==> config.mk <==
export PLATFORM = sky130hd
export DESIGN_NAME = i2c_cmd_sequencer
export DESIGN_NICKNAME = d
export VERILOG_FILES = /design/src/rtl/i2c_seq_pkg.sv /design/src/rtl/i2c_seq_wbm.sv /design/src/rtl/i2c_cmd_sequencer.sv
export SDC_FILE = /design/constraint.sdc
export NUM_CORES = 1
export LEC_CHECK = 0
export BUFFER_PORTS_ARGS = -buffer_cell sky130_fd_sc_hd__buf_2
export CAP_MARGIN = 20
export CORE_MARGIN = 1.5
export CORE_UTILIZATION = 25
export CTS_CLUSTER_DIAMETER = 100
export DETAILED_ROUTE_END_ITERATION = 7
export PLACE_DENSITY = 0.48
export SKIP_LAST_GASP = 1
export SYNTH_ARGS = -nofsm -noshare
export SYNTH_HDL_FRONTEND = slang
export SYNTH_SLANG_ARGS = --single-unit
==> constraint.sdc <==
create_clock -name wb_clk_i -period 1.65 [get_ports wb_clk_i]
set_input_delay 0.0825 -clock wb_clk_i [delete_from_list [all_inputs] [get_ports wb_clk_i]]
set_output_delay 0.0825 -clock wb_clk_i [all_outputs]
set_load 0.01 [all_outputs]
==> src/rtl/i2c_seq_pkg.sv <==
// i2c_seq_pkg: shared constants, state and error enums for the I2C command sequencer
package i2c_seq_pkg;
  localparam logic [2:0] ADR_PRERLO = 3'd0;
  localparam logic [2:0] ADR_PRERHI = 3'd1;
  localparam logic [2:0] ADR_CTR    = 3'd2;
  localparam logic [2:0] ADR_TXR    = 3'd3;
  localparam logic [2:0] ADR_RXR    = 3'd3;
  localparam logic [2:0] ADR_CR     = 3'd4;
  localparam logic [2:0] ADR_SR     = 3'd4;
  localparam logic [7:0] CTR_EN         = 8'h80;
  localparam logic [7:0] CR_STA_WR      = 8'h90;
  localparam logic [7:0] CR_WR          = 8'h10;
  localparam logic [7:0] CR_WR_STO      = 8'h50;
  localparam logic [7:0] CR_RD_NACK_STO = 8'h68;
  localparam logic [7:0] CR_STO         = 8'h40;
  localparam int SR_RXACK = 7;
  localparam int SR_AL    = 5;
  localparam int SR_TIP   = 1;
  typedef enum logic [3:0] {
    INIT_PRL, INIT_PRH, INIT_CTR, IDLE, WR_TXR, WR_CR,
    POLL, CHECK, RD_RX, STOP_CR, STOP_POLL, DONE
  } state_t;
  typedef enum logic [1:0] {ERR_OK, ERR_NACK, ERR_AL, ERR_TIMEOUT} err_t;
  function automatic logic [7:0] cr_cmd(input logic [1:0] idx, input logic rd);
    return idx == 2'd0 ? CR_STA_WR :
           idx == 2'd1 ? CR_WR :
           idx == 2'd3 ? CR_RD_NACK_STO :
           rd ? CR_STA_WR : CR_WR_STO;
  endfunction
endpackage

==> src/rtl/i2c_seq_wbm.sv <==
// i2c_seq_wbm: single-access WISHBONE master engine, holds the access until ack
module i2c_seq_wbm (
  input  logic       clk,
  input  logic       rst,
  input  logic       i_start,
  input  logic       i_we,
  input  logic [2:0] i_adr,
  input  logic [7:0] i_dat,
  output logic       o_busy,
  output logic       o_done,
  output logic [7:0] o_rdata,
  output logic [2:0] wbm_adr_o,
  output logic [7:0] wbm_dat_o,
  input  logic [7:0] wbm_dat_i,
  output logic       wbm_we_o,
  output logic       wbm_stb_o,
  output logic       wbm_cyc_o,
  input  logic       wbm_ack_i
);
  logic       r_cyc;
  logic       r_we;
  logic [2:0] r_adr;
  logic [7:0] r_dat;
  logic [7:0] r_rdata;
  assign o_busy    = r_cyc;
  assign o_done    = r_cyc && wbm_ack_i;
  assign o_rdata   = r_rdata;
  assign wbm_adr_o = r_adr;
  assign wbm_dat_o = r_dat;
  assign wbm_we_o  = r_we;
  assign wbm_stb_o = r_cyc;
  assign wbm_cyc_o = r_cyc;
  // launch an access on start, hold it stable, release the bus on the edge after ack
  always_ff @(posedge clk) begin
    if (rst) begin
      r_cyc   <= 1'b0;
      r_we    <= 1'b0;
      r_adr   <= 3'd0;
      r_dat   <= 8'h00;
      r_rdata <= 8'h00;
    end else if (r_cyc && wbm_ack_i) begin
      r_cyc   <= 1'b0;
      r_rdata <= r_we ? r_rdata : wbm_dat_i;
    end else if (i_start && !r_cyc) begin
      r_cyc <= 1'b1;
      r_we  <= i_we;
      r_adr <= i_adr;
      r_dat <= i_dat;
    end
  end
endmodule

==> src/rtl/i2c_cmd_sequencer.sv <==
// i2c_cmd_sequencer: register read/write sequencer over an I2C master core (I2C_SEQ_TIMEOUT_EN adds SR poll timeout)
module i2c_cmd_sequencer
  import i2c_seq_pkg::*;
#(
  parameter logic [15:0] PRESCALE      = 16'h0063,
  parameter int unsigned TIMEOUT_POLLS = 1023
) (
  input  logic       wb_clk_i,
  input  logic       wb_rst_i,
  input  logic       req_valid,
  output logic       req_ready,
  input  logic       req_rd,
  input  logic [6:0] req_dev,
  input  logic [7:0] req_reg,
  input  logic [7:0] req_wdata,
  output logic       resp_valid,
  output logic [1:0] resp_err,
  output logic [7:0] resp_rdata,
  output logic [2:0] wbm_adr_o,
  output logic [7:0] wbm_dat_o,
  input  logic [7:0] wbm_dat_i,
  output logic       wbm_we_o,
  output logic       wbm_stb_o,
  output logic       wbm_cyc_o,
  input  logic       wbm_ack_i
);
  localparam int PW = $clog2(TIMEOUT_POLLS + 2);
  localparam logic [PW-1:0] PMAX = PW'(TIMEOUT_POLLS);
  state_t        r_state;
  state_t        w_next;
  logic [1:0]    r_idx;
  logic          r_rd;
  logic [6:0]    r_dev;
  logic [7:0]    r_reg;
  logic [7:0]    r_wdata;
  err_t          r_err;
  logic [PW-1:0] r_polls;
  logic          w_acc;
  logic          w_we;
  logic [2:0]    w_adr;
  logic [7:0]    w_dat;
  logic          w_start;
  logic          w_busy;
  logic          w_done;
  logic [7:0]    w_sr;
  logic [7:0]    w_txr;
  logic [7:0]    w_cr;
  logic          w_last;
  logic          w_rdbyte;
  logic          w_nack;
  logic          w_tmo;
  assign req_ready = r_state == IDLE;
  assign w_start   = w_acc && !w_busy;
  assign w_last    = r_rd ? r_idx == 2'd3 : r_idx == 2'd2;
  assign w_rdbyte  = r_rd && r_idx == 2'd3;
  assign w_nack    = w_sr[SR_RXACK] && !w_rdbyte;
  assign w_txr     = r_idx == 2'd0 ? {r_dev, 1'b0} :
                     r_idx == 2'd1 ? r_reg :
                     r_rd ? {r_dev, 1'b1} : r_wdata;
  assign w_cr      = cr_cmd(r_idx, r_rd);
`ifdef I2C_SEQ_TIMEOUT_EN
  assign w_tmo = r_polls >= PMAX;
`else
  assign w_tmo = 1'b0;
`endif
  i2c_seq_wbm u_wbm (
    .clk       (wb_clk_i),
    .rst       (wb_rst_i),
    .i_start   (w_start),
    .i_we      (w_we),
    .i_adr     (w_adr),
    .i_dat     (w_dat),
    .o_busy    (w_busy),
    .o_done    (w_done),
    .o_rdata   (w_sr),
    .wbm_adr_o (wbm_adr_o),
    .wbm_dat_o (wbm_dat_o),
    .wbm_dat_i (wbm_dat_i),
    .wbm_we_o  (wbm_we_o),
    .wbm_stb_o (wbm_stb_o),
    .wbm_cyc_o (wbm_cyc_o),
    .wbm_ack_i (wbm_ack_i)
  );
  // state register
  always_ff @(posedge wb_clk_i) begin
    r_state <= wb_rst_i ? INIT_PRL : w_next;
  end
  // next state and the bus access each state requests
  always_comb begin
    w_next = r_state;
    w_acc  = 1'b0;
    w_we   = 1'b1;
    w_adr  = ADR_PRERLO;
    w_dat  = 8'h00;
    case (r_state)
      INIT_PRL: begin
        w_acc  = 1'b1;
        w_dat  = PRESCALE[7:0];
        w_next = w_done ? INIT_PRH : r_state;
      end
      INIT_PRH: begin
        w_acc  = 1'b1;
        w_adr  = ADR_PRERHI;
        w_dat  = PRESCALE[15:8];
        w_next = w_done ? INIT_CTR : r_state;
      end
      INIT_CTR: begin
        w_acc  = 1'b1;
        w_adr  = ADR_CTR;
        w_dat  = CTR_EN;
        w_next = w_done ? IDLE : r_state;
      end
      IDLE: w_next = req_valid ? WR_TXR : r_state;
      WR_TXR: begin
        w_acc  = 1'b1;
        w_adr  = ADR_TXR;
        w_dat  = w_txr;
        w_next = w_done ? WR_CR : r_state;
      end
      WR_CR: begin
        w_acc  = 1'b1;
        w_adr  = ADR_CR;
        w_dat  = w_cr;
        w_next = w_done ? POLL : r_state;
      end
      POLL: begin
        w_acc  = 1'b1;
        w_we   = 1'b0;
        w_adr  = ADR_SR;
        w_next = w_done ? CHECK : r_state;
      end
      CHECK: w_next = w_sr[SR_TIP] ? (w_tmo ? DONE : POLL) :
                      w_sr[SR_AL] ? DONE :
                      w_nack ? STOP_CR :
                      !w_last ? ((r_rd && r_idx == 2'd2) ? WR_CR : WR_TXR) :
                      r_rd ? RD_RX : DONE;
      RD_RX: begin
        w_acc  = 1'b1;
        w_we   = 1'b0;
        w_adr  = ADR_RXR;
        w_next = w_done ? DONE : r_state;
      end
      STOP_CR: begin
        w_acc  = 1'b1;
        w_adr  = ADR_CR;
        w_dat  = CR_STO;
        w_next = w_done ? STOP_POLL : r_state;
      end
      STOP_POLL: begin
        w_acc  = 1'b1;
        w_we   = 1'b0;
        w_adr  = ADR_SR;
        w_next = (w_done && !wbm_dat_i[SR_TIP]) ? DONE : r_state;
      end
      DONE: w_next = IDLE;
      default: w_next = INIT_PRL;
    endcase
  end
  // request latch, byte index, poll counter, error capture and response outputs
  always_ff @(posedge wb_clk_i) begin
    if (wb_rst_i) begin
      r_idx      <= 2'd0;
      r_rd       <= 1'b0;
      r_dev      <= 7'd0;
      r_reg      <= 8'h00;
      r_wdata    <= 8'h00;
      r_err      <= ERR_OK;
      r_polls    <= '0;
      resp_valid <= 1'b0;
      resp_err   <= 2'd0;
      resp_rdata <= 8'h00;
    end else begin
      resp_valid <= r_state == DONE;
      if (r_state == IDLE && req_valid) begin
        r_idx   <= 2'd0;
        r_rd    <= req_rd;
        r_dev   <= req_dev;
        r_reg   <= req_reg;
        r_wdata <= req_wdata;
        r_err   <= ERR_OK;
      end
      if (r_state == WR_CR)
        r_polls <= '0;
      else if (r_state == POLL && w_done)
        r_polls <= r_polls == PMAX ? r_polls : r_polls + 1'b1;
      if (r_state == CHECK) begin
        r_err <= w_sr[SR_TIP] ? (w_tmo ? ERR_TIMEOUT : r_err) :
                 w_sr[SR_AL] ? ERR_AL :
                 w_nack ? ERR_NACK : r_err;
        r_idx <= (!w_sr[SR_TIP] && !w_sr[SR_AL] && !w_nack && !w_last) ? r_idx + 2'd1 : r_idx;
      end
      if (r_state == DONE) begin
        resp_err   <= r_err;
        resp_rdata <= (r_rd && r_err == ERR_OK) ? w_sr : 8'h00;
      end
    end
  end
endmodule

; Word-level counts from Yosys, hierarchy flattened
; Cells that the tools add are included.
[totals]
reg_bits = 64
inputBits = 36
out_inout_bits = 26
elab_cells = 115
[op_classes]
add_sub_neg = 1
eq_ne = 27
n_mux = 37
bitwise = 2
n_reduce_logical = 33
[op_table]
columns = operator, n
row1 = 8-bit two-way mux, 8
row2 = 4-bit two-way mux, 14
row3 = 4-bit case mux with 12 select lines, 1
row4 = 8-bit case mux with 5 select lines, 1
row5 = 2-bit != test (second input constant), 11
row6 = 4-bit by 3-bit == test with 1-bit output (second input constant), 4
row7 = 4-bit == test (second input constant), 4
row8 = 2-bit two-way mux, 8
row9 = 1-bit logical AND, 12
row10 = 3-bit case mux with 4 select lines, 1
row11 = 10-bit AND reduction, 1
row12 = 9-bit OR reduction, 1
row13 = 4-bit by 2-bit == test with 1-bit output (second input constant), 2
row14 = 1-bit zero test, 7
row15 = 2-bit AND reduction, 3
row16 = 2-bit == test (second input constant), 2
row17 = 4-bit by 1-bit == test with 1-bit output (second input constant), 1
row18 = 2-bit zero test, 2
row19 = 4-bit zero test, 1
row20 = 1-bit two-way mux, 4
row21 = 2-bit OR reduction, 2
row22 = 4-bit OR reduction, 1
row23 = 3-bit by 2-bit != test with 1-bit output (second input constant), 1
row24 = 3-bit AND reduction, 1
row25 = other kinds (6), 7

; Longest topological paths before layout
; Gate-level depths: netlist (run 1).
[depth]
ltp_word = 9
mapped_depth = 7
depth_no_buf = 6

; Cells and area by module
; From an unflattened synthesis (run 1), not the netlist that was laid out.
[unflattened]
hier_cells = 386
area_unflattened_um2 = 3021.6
[by_module_without_submodules]
columns = mod, instances, cells_each, area_per_inst_um2
row1 = i2c_cmd_sequencer, 1, 291, 2254.7
row2 = i2c_seq_wbm, 1, 95, 767.0

; Worst setup path after synthesis (run 1)
; Ideal clock, no wire load.
[synth_timing]
path_kind = register -> register
start = reg r_idx[1]
end = reg r_idx[0]
arrival_ps = 1437
t_required_ps = 1518
path_slack_ps = 81
stages_incl_launch_ff = 6
period_less_slack_ps = 1569
path_cell_list = dfxtp_1 > ha_1 > a211o_1 > nor4b_2 > or3_1 > a21oi_1
[synth_between]
elab_chain_cells = 9
[synth_lines]
columns = item, line_no
row1 = from (decl), i2c_cmd_sequencer.sv:31  ; logic [1:0] r_idx;
row2 = from (signal assigned), i2c_cmd_sequencer.sv:190  ; r_idx <= (!w_sr[SR_TIP] && !w_sr[SR_AL] && !w_nack && !w_last) ? r_idx + 2'd1 : r_idx;
row3 = 2-bit == test, "i2c_cmd_sequencer.sv:54, i2c_cmd_sequencer.sv:55"
row4 = 1-bit logical AND, i2c_cmd_sequencer.sv:55  ; assign w_rdbyte = r_rd && r_idx == 2'd3;
row5 = 1-bit zero test, i2c_cmd_sequencer.sv:56  ; assign w_nack = w_sr[SR_RXACK] && !w_rdbyte;
row6 = 1-bit logical AND, i2c_cmd_sequencer.sv:56
row7 = 1-bit zero test, i2c_cmd_sequencer.sv:190
row8 = 1-bit logical AND, i2c_cmd_sequencer.sv:190
row9 = 1-bit logical AND (*), i2c_cmd_sequencer.sv:190
row10 = 2-bit by 1-bit != test with 1-bit output (no line) (*), n/a
row11 = 2-bit AND reduction (no line) (*), n/a
; Every way passes the cells marked *; elsewhere a longest branch is shown, timed or not.
; A chain may end at the register's enable or synchronous reset.

; Final worst setup path (run 1)
[layout_timing]
start = reg r_idx[1]
end = reg r_state[1]
[layout_between]
elab_chain_cells = 8
[layout_lines]
columns = item, line_no
row1 = 2-bit == test, "i2c_cmd_sequencer.sv:54, i2c_cmd_sequencer.sv:55"
row2 = 1-bit logical AND, i2c_cmd_sequencer.sv:55
row3 = 1-bit zero test, i2c_cmd_sequencer.sv:56
row4 = 1-bit logical AND, i2c_cmd_sequencer.sv:56
row5 = 4-bit two-way mux (*), i2c_cmd_sequencer.sv:134  ; w_nack ? STOP_CR :
row6 = 4-bit two-way mux (*), i2c_cmd_sequencer.sv:133  ; w_sr[SR_AL] ? DONE :
row7 = 4-bit two-way mux (*), i2c_cmd_sequencer.sv:132  ; CHECK: w_next = w_sr[SR_TIP] ? (w_tmo ? DONE : POLL) :
row8 = 4-bit case mux with 12 select lines (*), i2c_cmd_sequencer.sv:95  ; case (r_state)
row9 = to (signal assigned), i2c_cmd_sequencer.sv:86  ; r_state <= wb_rst_i ? INIT_PRL : w_next;
row10 = to (decl), i2c_cmd_sequencer.sv:29  ; state_t r_state;
; Marks and branches as above.

==> results.sh, run 1 <==
export IMPL_first_global_vias=2842
export IMPL_post_drt_via_cell_ratio=4.73
export IMPL_grt_max_degree=40
export IMPL_synth_net_count=419
export IMPL_maxSlewViolCount=0
export IMPL_antenna_found_initial=0
export IMPL_place_congestion=0.819
export IMPL_finalClockSkew_ps=5.36
export IMPL_crit_family="compound AO/OA/AOI/OAI gates"
export IMPL_synth_area_leader_cell="dfxtp_1"
export IMPL_crit_buf_inv=1
export IMPL_synth_cell_type_count=52
export IMPL_cts_clk_slew_worst_paths_ps=60
export IMPL_crit_arrival_ps=1850
export IMPL_hold_end="r_wdata[6]"
export IMPL_synth_cells=377
export IMPL_portBuffers=61
export IMPL_dieArea_sq_um=12700
export IMPL_nFillCells=1182
export IMPL_avgSynthCellArea_sq_um=7.98
export IMPL_synth_top_area_share_pct=42.6
export IMPL_netlist_area_sq_um=3010
export IMPL_top_level_ports=62
export IMPL_drive_above_1_share_pct=29.1
export IMPL_grt_util_all_layers_pct=14.4
export IMPL_final_net_count=531
export IMPL_antenna_left=0
export IMPL_fmaxAchievable_mhz=620
export IMPL_drtPass1Iterations=4
export IMPL_grt_overflow=0
export IMPL_p_total_uw=4070
export IMPL_initial_core_util_pct=26.0
export IMPL_synth_async_reset_ratio_pct=0
export IMPL_worst_pin_slew_ps=410
export IMPL_crit_path_end_kind="register"
export IMPL_clk_latency_ps=330
export IMPL_hold_depth=3
export IMPL_holdCritPathClass="in -> reg"
export IMPL_dpl_cell_area_sq_um=3710
export IMPL_startpoint_type="register"
export IMPL_rrSetupSlack_ps=40
export IMPL_cts_max_level=3
export IMPL_final_hold_violation_count=0
export IMPL_status="finished clean"
export IMPL_ys_flop_type="dfxtp_1"
export IMPL_root_buffer="clkbuf_16"
export IMPL_power_density_nw_per_um2=939
export IMPL_crit_path_max_incr_delay_ps=380
export IMPL_grt_pass1_wl_um=14500
export IMPL_r2r_end="r_state[1]"
export IMPL_fin_crit_ps=1610
export IMPL_rows=39
export IMPL_drc_errors=0
export IMPL_slew_limit_headroom_pct=72.6
export IMPL_rsz0062_at_grt="true"
export IMPL_period_share_pct=97.7
export IMPL_max_cap_violations=0
export IMPL_synth_area_leaders="dfxtp_1, nand2_1, a21oi_1, nor2_1, a22oi_1"
export IMPL_routed_via_count=3012
export IMPL_worstReg2RegStart="r_idx[1]"
export IMPL_critPathKind="reg -> reg"
export IMPL_dp_hpwl_um=6470
export IMPL_ys_seq_elements=64
export IMPL_slowest_stage="o41a_1"
export IMPL_finalHoldWorstSlack_ps=6.77
export IMPL_cts_sinks=64
export IMPL_yosys_warnings=0
export IMPL_dieWidth_um=113
export IMPL_synth_edf_count=0
export IMPL_leakagePower_uw=0.00177
export IMPL_wl_um=8960
export IMPL_min_delay_start="req_wdata[6]"
export IMPL_syn_to_final_growth_pct=43.9
export IMPL_ir_drop_uv=468
export IMPL_final_util_pct=37.5
export IMPL_clk_path_buf_depth=2
export IMPL_reg2reg_depth=6
export IMPL_cp_cell_sequence="buf_4, ha_1, nor3b_1, nor4_1, o41a_1, a31oi_1"
export IMPL_wire_per_inst_um=14.1
export IMPL_n_antenna_cell=0
export IMPL_seq_area_frac_synth_pct=42.6
export IMPL_core_area_sq_um=11600
export IMPL_drt_iter0_markers=123
export IMPL_critical_path_peak_fanout=4
export IMPL_setup_violations=0
export IMPL_cts_tree="built"
export IMPL_cp_data_required_time_ps=1890
export IMPL_fin_area_sq_um=4330
export IMPL_cts_made_buffers=9
export IMPL_die_y_um=113
## worst max path at each step
stage,from,to,slack [ps],cells after the start
floorplan,r_idx[1],r_idx[0],80,5
global placement,r_state[2],u_wbm.wbm_dat_o[7],-80,4
detailed placement,r_state[2],u_wbm.wbm_dat_o[7],-90,4
CTS,r_state[1],req_ready,20,4
global route,r_idx[1],u_wbm.wbm_dat_o[4],-70,7
finish,r_idx[1],r_state[1],40,6
## layer usage
metal / part of all wire (%) / vias up / global-route usage (%)
met4: 1.2 / 0 / 5.82
met5: 0 / - / 0
met1: 52 / 1391 / 20.8
li1: - / 1551 / -
met3: 3.8 / 6 / 2.79
met2: 43 / 64 / 21.0
## where the power goes
group	total, uW	switching [uW]	internal [uW]	leakage (uW)
sequential	1630	41.3	1590	0.000522
combinational	397	195	202	0.00110
clock	2040	720	1320	0.000148
## synth_stat cells, types with 2 or more instances
library cell	number
nand2_1	75
o211ai_1	3
o211a_1	2
a21oi_1	53
or3_1	3
inv_1	12
nor3_1	10
nor2b_1	4
a211oi_1	5
a22o_1	2
nand3b_1	3
dfxtp_1	64
buf_4	2
buf_2	11
buf_1	2
nor2_1	31
nor3b_1	2
ha_1	6
clkbuf_1	15
or2_2	2
mux2i_1	3
a22oi_1	13
o221ai_1	6
o21ai_0	8
a311oi_1	5
and2_1	2
a2111oi_0	2
nand2b_1	7
## worst register-to-register path, cell delays in order (launching register included)
cell     delay [ps]
dfxtp_1         370
buf_4           130
ha_1            140
nor3b_1         230
nor4_1           90
o41a_1          380
a31oi_1         180
## cell usage in the layout, fill, tap and decap left out, drive strengths merged, types with 2 or more instances in the layout
cell,instances
a2111oi,2
a211oi,5
a21oi,53
a22o,2
a22oi,13
a311oi,5
and2,2
buf,108
bufinv,2
clkbuf,10
clkinv,2
clkinvlp,3
dfxtp,64
dlygate4sd3,22
ha,6
inv,12
mux2i,3
nand2,75
nand2b,7
nand3b,3
nor2,31
nor2b,4
nor3,10
nor3b,2
nor4b,3
o211a,2
o211ai,3
o21ai,8
o221ai,6
o41ai,2
or2,2
or3,3
## kinds of logic (layout without fill, tap and decap cells)
kind of cell | Yosys count | after routing | synth area share (%)
AOI/OAI and AO/OA | 111 | 111 | 24.1
buffers and inverters | 42 | 159 | 5.95
adders and majority gates | 6 | 6 | 2.49
and+or+nand+nor | 151 | 151 | 23.9
muxes | 3 | 3 | 0.998
DFF | 64 | 64 | 42.6
## cell type report
cell class,count,area (sq um),area share [%]
clock buffer,9,225,5.20
multi-input combinational,271,1590,36.7
inverter,12,45.0,1.04
tap,143,179,4.13
sequential,64,1290,29.9
clock inverter,7,96.3,2.22
timing repair buffer,131,900,20.8
## through the flow
step	setup WS (ps)	cells	TNS [ps]
after floorplan	81.2	377	0
after global placement	-77.7	596	-406
after detailed placement	-85.4	596	-740
after CTS	23.1	634	0
after global routing	-70.5	637	-125
final	37.2	637	0
## what timing repair did
action                     4_1_cts  5_1_grt
hold buffers                    22        0
setup buffers                    0        3
setup endpoints to repair       28       31
pin swaps                        0        4
gates cloned                     0        0
hold endpoints to repair        22        0
gates resized for setup          5       16
Note: power is estimated with default switching activity, not from simulation.
==> run 2, diff against run 1 <==
--- a/config.mk
+++ b/config.mk
@@ -8,10 +8,10 @@
 export BUFFER_PORTS_ARGS = -buffer_cell sky130_fd_sc_hd__buf_2
 export CAP_MARGIN = 20
 export CORE_MARGIN = 1.5
-export CORE_UTILIZATION = 25
+export CORE_UTILIZATION = 45
 export CTS_CLUSTER_DIAMETER = 100
 export DETAILED_ROUTE_END_ITERATION = 7
-export PLACE_DENSITY = 0.48
+export PLACE_DENSITY = 0.74
 export SKIP_LAST_GASP = 1
 export SYNTH_ARGS = -nofsm -noshare
 export SYNTH_HDL_FRONTEND = slang
==> results.sh, run 2 (synthesized netlist as in run 1, its figures left out) <==
export IMPL_hold_depth=3
export IMPL_fmaxAchievable_mhz=617
export IMPL_cp_data_required_time_ps=1940
export IMPL_post_drt_via_cell_ratio=5.48
export IMPL_ir_drop_uv=560
export IMPL_critical_path_peak_fanout=15
export IMPL_antenna_left=0
export IMPL_max_cap_violations=0
export IMPL_final_net_count=526
export IMPL_r2r_end="u_wbm.wbm_dat_o[0]"
export IMPL_nFillCells=512
export IMPL_dieWidth_um=84.8
export IMPL_crit_arrival_ps=1910
export IMPL_rrSetupSlack_ps=30
export IMPL_grt_max_degree=40
export IMPL_rows=29
export IMPL_drc_errors=3
export IMPL_cts_made_buffers=9
export IMPL_power_density_nw_per_um2=853
export IMPL_dpl_cell_area_sq_um=3540
export IMPL_leakagePower_uw=0.00171
export IMPL_rsz0062_at_grt="true"
export IMPL_cp_cell_sequence="or4b_4, o41ai_4, a22oi_1, nor2_1"
export IMPL_clk_latency_ps=350
export IMPL_drtPass1Iterations=7
export IMPL_slew_limit_headroom_pct=67.9
export IMPL_wl_um=8220
export IMPL_root_buffer="clkbuf_8"
export IMPL_finalHoldWorstSlack_ps=24.7
export IMPL_die_y_um=84.8
export IMPL_violations="DRC"
export IMPL_n_antenna_cell=0
export IMPL_drt_iter0_markers=268
export IMPL_grt_overflow=0
export IMPL_wire_per_inst_um=14.5
export IMPL_setup_violations=0
export IMPL_antenna_found_initial=0
export IMPL_dp_hpwl_um=5510
export IMPL_core_area_sq_um=6420
export IMPL_syn_to_final_growth_pct=39.0
export IMPL_dieArea_sq_um=7190
export IMPL_worst_pin_slew_ps=469
export IMPL_holdCritPathClass="in -> reg"
export IMPL_layout_common_cells="nand2_1, buf_2, dfxtp_1, a21oi_1, dlygate4sd3_1"
export IMPL_slowest_stage="or4b_4"
export IMPL_period_share_pct=98.2
export IMPL_crit_path_max_incr_delay_ps=580
export IMPL_area_sequential_sq_um=1300
export IMPL_cts_sinks=64
export IMPL_startpoint_type="register"
export IMPL_top_level_ports=62
export IMPL_first_global_vias=2780
export IMPL_maxSlewViolCount=0
export IMPL_drive_above_1_share_pct=27.4
export IMPL_clk_path_buf_depth=2
export IMPL_fin_area_sq_um=4180
export IMPL_crit_path_end_kind="register"
export IMPL_reg2reg_depth=4
export IMPL_min_delay_start="wbm_ack_i"
export IMPL_final_common_cell="nand2_1"
export IMPL_finalClockSkew_ps=7.80
export IMPL_cts_max_level=3
export IMPL_grt_util_all_layers_pct=23.2
export IMPL_portBuffers=61
export IMPL_initial_core_util_pct=46.9
export IMPL_hold_end="u_wbm.o_busy"
export IMPL_fin_crit_ps=1620
export IMPL_multi_input_comb_area_sq_um=1620
export IMPL_final_hold_violation_count=0
export IMPL_routed_via_count=3099
export IMPL_critPathKind="reg -> reg"
export IMPL_cts_clk_slew_worst_paths_ps=80
export IMPL_grt_pass1_wl_um=13100
export IMPL_cts_tree="built"
export IMPL_worstReg2RegStart="r_state[3]"
export IMPL_status="finished, violations left"
export IMPL_place_congestion=0.848
## run 2: cell count changes in the layout (fill, tap and decap cells not counted), sizes merged
| cell | before | now |
|---|---|---|
| buf | 108 | 94 |
| clkinvlp | 3 | 2 |
| dlygate4sd3 | 22 | 32 |
## run 2: per-stage QoR
| step | instances | setup slack (ps) | total power (uW) | TNS [ps] | util (%) |
|---|---|---|---|---|---|
| 3_3_place_gp | 517 | 16.8 | 1970 | 0 | 55.2 |
| 6_report | 566 | 29.9 | 3570 | 0 | 65.1 |
| 5_1_grt | 566 | -53.8 | 3690 | -192 | 65.1 |
| 3_5_place_dp | 517 | -7.71 | 1980 | -11.4 | 55.2 |
| 4_1_cts | 565 | -9.04 | 3570 | -9.04 | 63.9 |
| 2_1_floorplan | 377 | 81.2 | 1840 | 0 | - |
## run 2: routing by layer
layer / track usage (%) / share of wire [%]
met5: 0 / 0
met4: 7.60 / 1.2
met3: 6.29 / 7.2
met2: 35.3 / 46
met1: 31.8 / 46
## run 2: worst max path at each step
stage                           from            endpoint  cells past startpoint
after floorplan             r_idx[1]            r_idx[0]                      5
after global placement    r_state[3]          r_wdata[0]                      6
after detailed placement    r_idx[1]  u_wbm.wbm_dat_o[4]                      7
after CTS                   r_idx[0]            r_idx[1]                      5
after global routing      r_state[3]  u_wbm.wbm_dat_o[6]                      5
final                     r_state[3]  u_wbm.wbm_dat_o[0]                      4
## run 2: critical path, delay by kind of cell, from the launching register on
kind | cells | cell delay [ps]
AND/OR/NAND/NOR | 2 | 690
AO/OA/AOI/OAI | 2 | 470
flip-flops | 1 | 400
## run 2: what timing repair did
action                                  4_1_cts  5_1_grt
hold endpoints to repair                     32        0
hold buffers                                 32        0
endpoints found under the setup margin       12       26
resized for setup                             6       21
buffers inserted                              0        2
pin swaps                                     0        7
## run 2: area by class of cell
| type | instances | area share [%] |
|---|---|---|
| well taps | 77 | 2.30 |
| inverters | 12 | 1.08 |
| clock inverters | 6 | 2.21 |
| multi-input cells | 271 | 38.8 |
| flip-flops and latches | 64 | 31.1 |
| repair buffers | 126 | 21.3 |
| clock buffers | 10 | 3.29 |
## run 2: power by group
part	total, uW	internal [uW]	switching, uW	leakage (uW)
clock	1550	896	655	0.000109
combinational	386	202	185	0.00108
sequential	1630	1580	46.8	0.000523
total	3570	2680	887	0.00171
==> run 3, diff against run 2 <==
--- a/config.mk
+++ b/config.mk
@@ -8,10 +8,11 @@
 export BUFFER_PORTS_ARGS = -buffer_cell sky130_fd_sc_hd__buf_2
 export CAP_MARGIN = 20
 export CORE_MARGIN = 1.5
-export CORE_UTILIZATION = 45
+export CORE_UTILIZATION = 40
 export CTS_CLUSTER_DIAMETER = 100
 export DETAILED_ROUTE_END_ITERATION = 7
-export PLACE_DENSITY = 0.74
+export PLACE_DENSITY = 0.68
+export SETUP_SLACK_MARGIN = 0.15
 export SKIP_LAST_GASP = 1
 export SYNTH_ARGS = -nofsm -noshare
 export SYNTH_HDL_FRONTEND = slang
==> constraint.sdc (replaced) <==
create_clock -name wb_clk_i -period 1.3 [get_ports wb_clk_i]
set_input_delay 0.065 -clock wb_clk_i [delete_from_list [all_inputs] [get_ports wb_clk_i]]
set_output_delay 0.065 -clock wb_clk_i [all_outputs]
set_load 0.01 [all_outputs]
==> results.sh, run 3 (synthesized netlist as in run 1, its figures left out) <==
export IMPL_status="finished, violations left"
export IMPL_violations="setup timing"
export IMPL_cp_data_required_time_ps=1560
export IMPL_final_net_count=597
export IMPL_p_sw_share_pct=26.3
export IMPL_min_delay_start="wb_rst_i"
export IMPL_wire_per_inst_um=19.0
export IMPL_crit_path_end_kind="register"
export IMPL_dieWidth_um=89.7
export IMPL_setup_ws_ps=-370
export IMPL_setup_violations=55
export IMPL_period_share_pct=128
export IMPL_critical_path_peak_fanout=7
export IMPL_cts_made_buffers=9
export IMPL_power_switching_uw=1300
export IMPL_clk_path_buf_depth=2
export IMPL_root_buffer="clkbuf_8"
export IMPL_routed_via_count=3773
export IMPL_p_clk_share_pct=42.0
export IMPL_ir_drop_uv=638
export IMPL_final_common_cell="buf_4"
export IMPL_r2r_end="r_idx[1]"
export IMPL_dp_hpwl_um=5830
export IMPL_worst_path_stages=5
export IMPL_top_level_ports=62
export IMPL_place_congestion=0.893
export IMPL_cts_tree="built"
export IMPL_max_cap_violations=0
export IMPL_worst_pin_slew_ps=344
export IMPL_clk_latency_ps=360
export IMPL_grt_overflow=0
export IMPL_portBuffers=61
export IMPL_p_total_uw=4920
export IMPL_fin_crit_ps=1670
export IMPL_drc_errors=0
export IMPL_dieArea_sq_um=8050
export IMPL_crit_buf_inv=1
export IMPL_crit_path_max_incr_delay_ps=450
export IMPL_maxSlewViolCount=0
export IMPL_rsz0062_at_grt="true"
export IMPL_startpoint_type="register"
export IMPL_finalClockSkew_ps=10.3
export IMPL_core_area_sq_um=7250
export IMPL_crit_arrival_ps=1930
export IMPL_slew_limit_headroom_pct=77.0
export IMPL_finalHoldWorstSlack_ps=38.8
export IMPL_cts_sinks=64
export IMPL_rrSetupSlack_ps=-370
export IMPL_first_global_vias=3613
export IMPL_leakagePower_uw=0.00223
export IMPL_internal_power_uw=3630
export IMPL_rows=31
export IMPL_pwr_share_comb_pct=16.2
export IMPL_fin_cells=659
export IMPL_post_drt_via_cell_ratio=5.73
export IMPL_cts_clk_slew_worst_paths_ps=80
export IMPL_antenna_left=0
export IMPL_wl_um=12500
export IMPL_dp_cells=567
export IMPL_syn_to_final_growth_pct=81.8
export IMPL_worstReg2RegStart="r_state[3]"
export IMPL_power_density_nw_per_um2=900
export IMPL_drive_above_1_share_pct=51.4
export IMPL_antenna_found_initial=0
export IMPL_hold_end="resp_rdata[1]"
export IMPL_reg2reg_depth=5
export IMPL_hold_depth=2
export IMPL_drtPass1Iterations=5
export IMPL_grt_max_degree=25
export IMPL_die_y_um=89.7
export IMPL_critPathKind="reg -> reg"
export IMPL_holdCritPathClass="in -> reg"
export IMPL_grt_util_all_layers_pct=28.5
export IMPL_power_frac_seq_pct=41.8
export IMPL_crit_family="simple AND/OR/NAND/NOR gates"
export IMPL_initial_core_util_pct=41.5
export IMPL_layout_common_cells="buf_4, buf_2, dfxtp_1, nand2_1, a21oi_1"
export IMPL_cts_max_level=3
export IMPL_final_util_pct=75.4
export IMPL_drt_iter0_markers=332
export IMPL_cp_cell_sequence="buf_4, nand3b_1, nor4b_4, o2111ai_1, o41ai_1"
export IMPL_fmaxAchievable_mhz=599
export IMPL_final_hold_violation_count=0
export IMPL_n_antenna_cell=0
export IMPL_grt_pass1_wl_um=18300
export IMPL_slowest_stage="nor4b_4"
## run 3: cell count changes in the layout (fill, tap and decap cells not counted), sizes merged
cell / before / now
clkinv: 2 / 3
clkbuf: 10 / 12
clkinvlp: 2 / 1
buf: 94 / 163
## run 3: worst reg2reg max path, cell delays in order (launching register included)
cell	delay [ps]
dfxtp_4	350
buf_4	160
nand3b_1	320
nor4b_4	450
o2111ai_1	200
o41ai_1	90
## run 3: worst max path at each step
stage | start | slack (ps) | end
detailed placement | r_state[1] | -280 | u_wbm.wbm_dat_o[7]
global placement | r_state[1] | -210 | u_wbm.wbm_dat_o[7]
CTS | r_state[0] | -260 | u_wbm.wbm_dat_o[7]
finish | r_state[3] | -370 | r_idx[1]
floorplan | r_idx[0] | -80 | r_idx[0]
global route | r_state[3] | -410 | r_idx[1]
## run 3: final cells by class
cell class                      instances  area (sq um)
Multi-Input combinational cell        271          2050
Fill cell                             465          1780
Timing Repair Buffer                  197          1700
Sequential cell                        64          1310
Clock buffer                           10           149
Tap cell                               99           124
Clock inverter                          6          90.1
Inverter                               12          50.0
## run 3: repair_timing
item | in CTS | in global routing
pin swaps | 34 | 46
buffers inserted | 31 | 7
setup endpoints to repair | 67 | 65
cloned | 5 | 1
hold buffers | 32 | 0
hold endpoints to repair | 32 | 0
resized for setup | 67 | 63
## run 3: power by group through the flow
stage | combinational [uW] | sequential, uW | clock [uW]
4_1_cts | 686 | 2050 | 2050
6_report | 796 | 2060 | 2070
3_3_place_gp | 489 | 2100 | 0
5_1_grt | 843 | 2060 | 2160
2_1_floorplan | 283 | 2100 | 0
3_5_place_dp | 496 | 2100 | 0
## run 3: layer usage
metal	GRT usage [%]	share of wire (%)
met4	11.0	3.5
met3	6.01	7.5
met5	0	0
met2	47.9	49
met1	35.7	40
## run 3: through the flow
stage	setup TNS [ps]	worst slack (ps)	cell area [sq um]
final	-10970	-370	5470
after global routing	-13810	-406	5470
after CTS	-8540	-257	5180
after detailed placement	-6250	-278	3910
after global placement	-4790	-211	3910
after floorplan	-1120	-83.9	3220
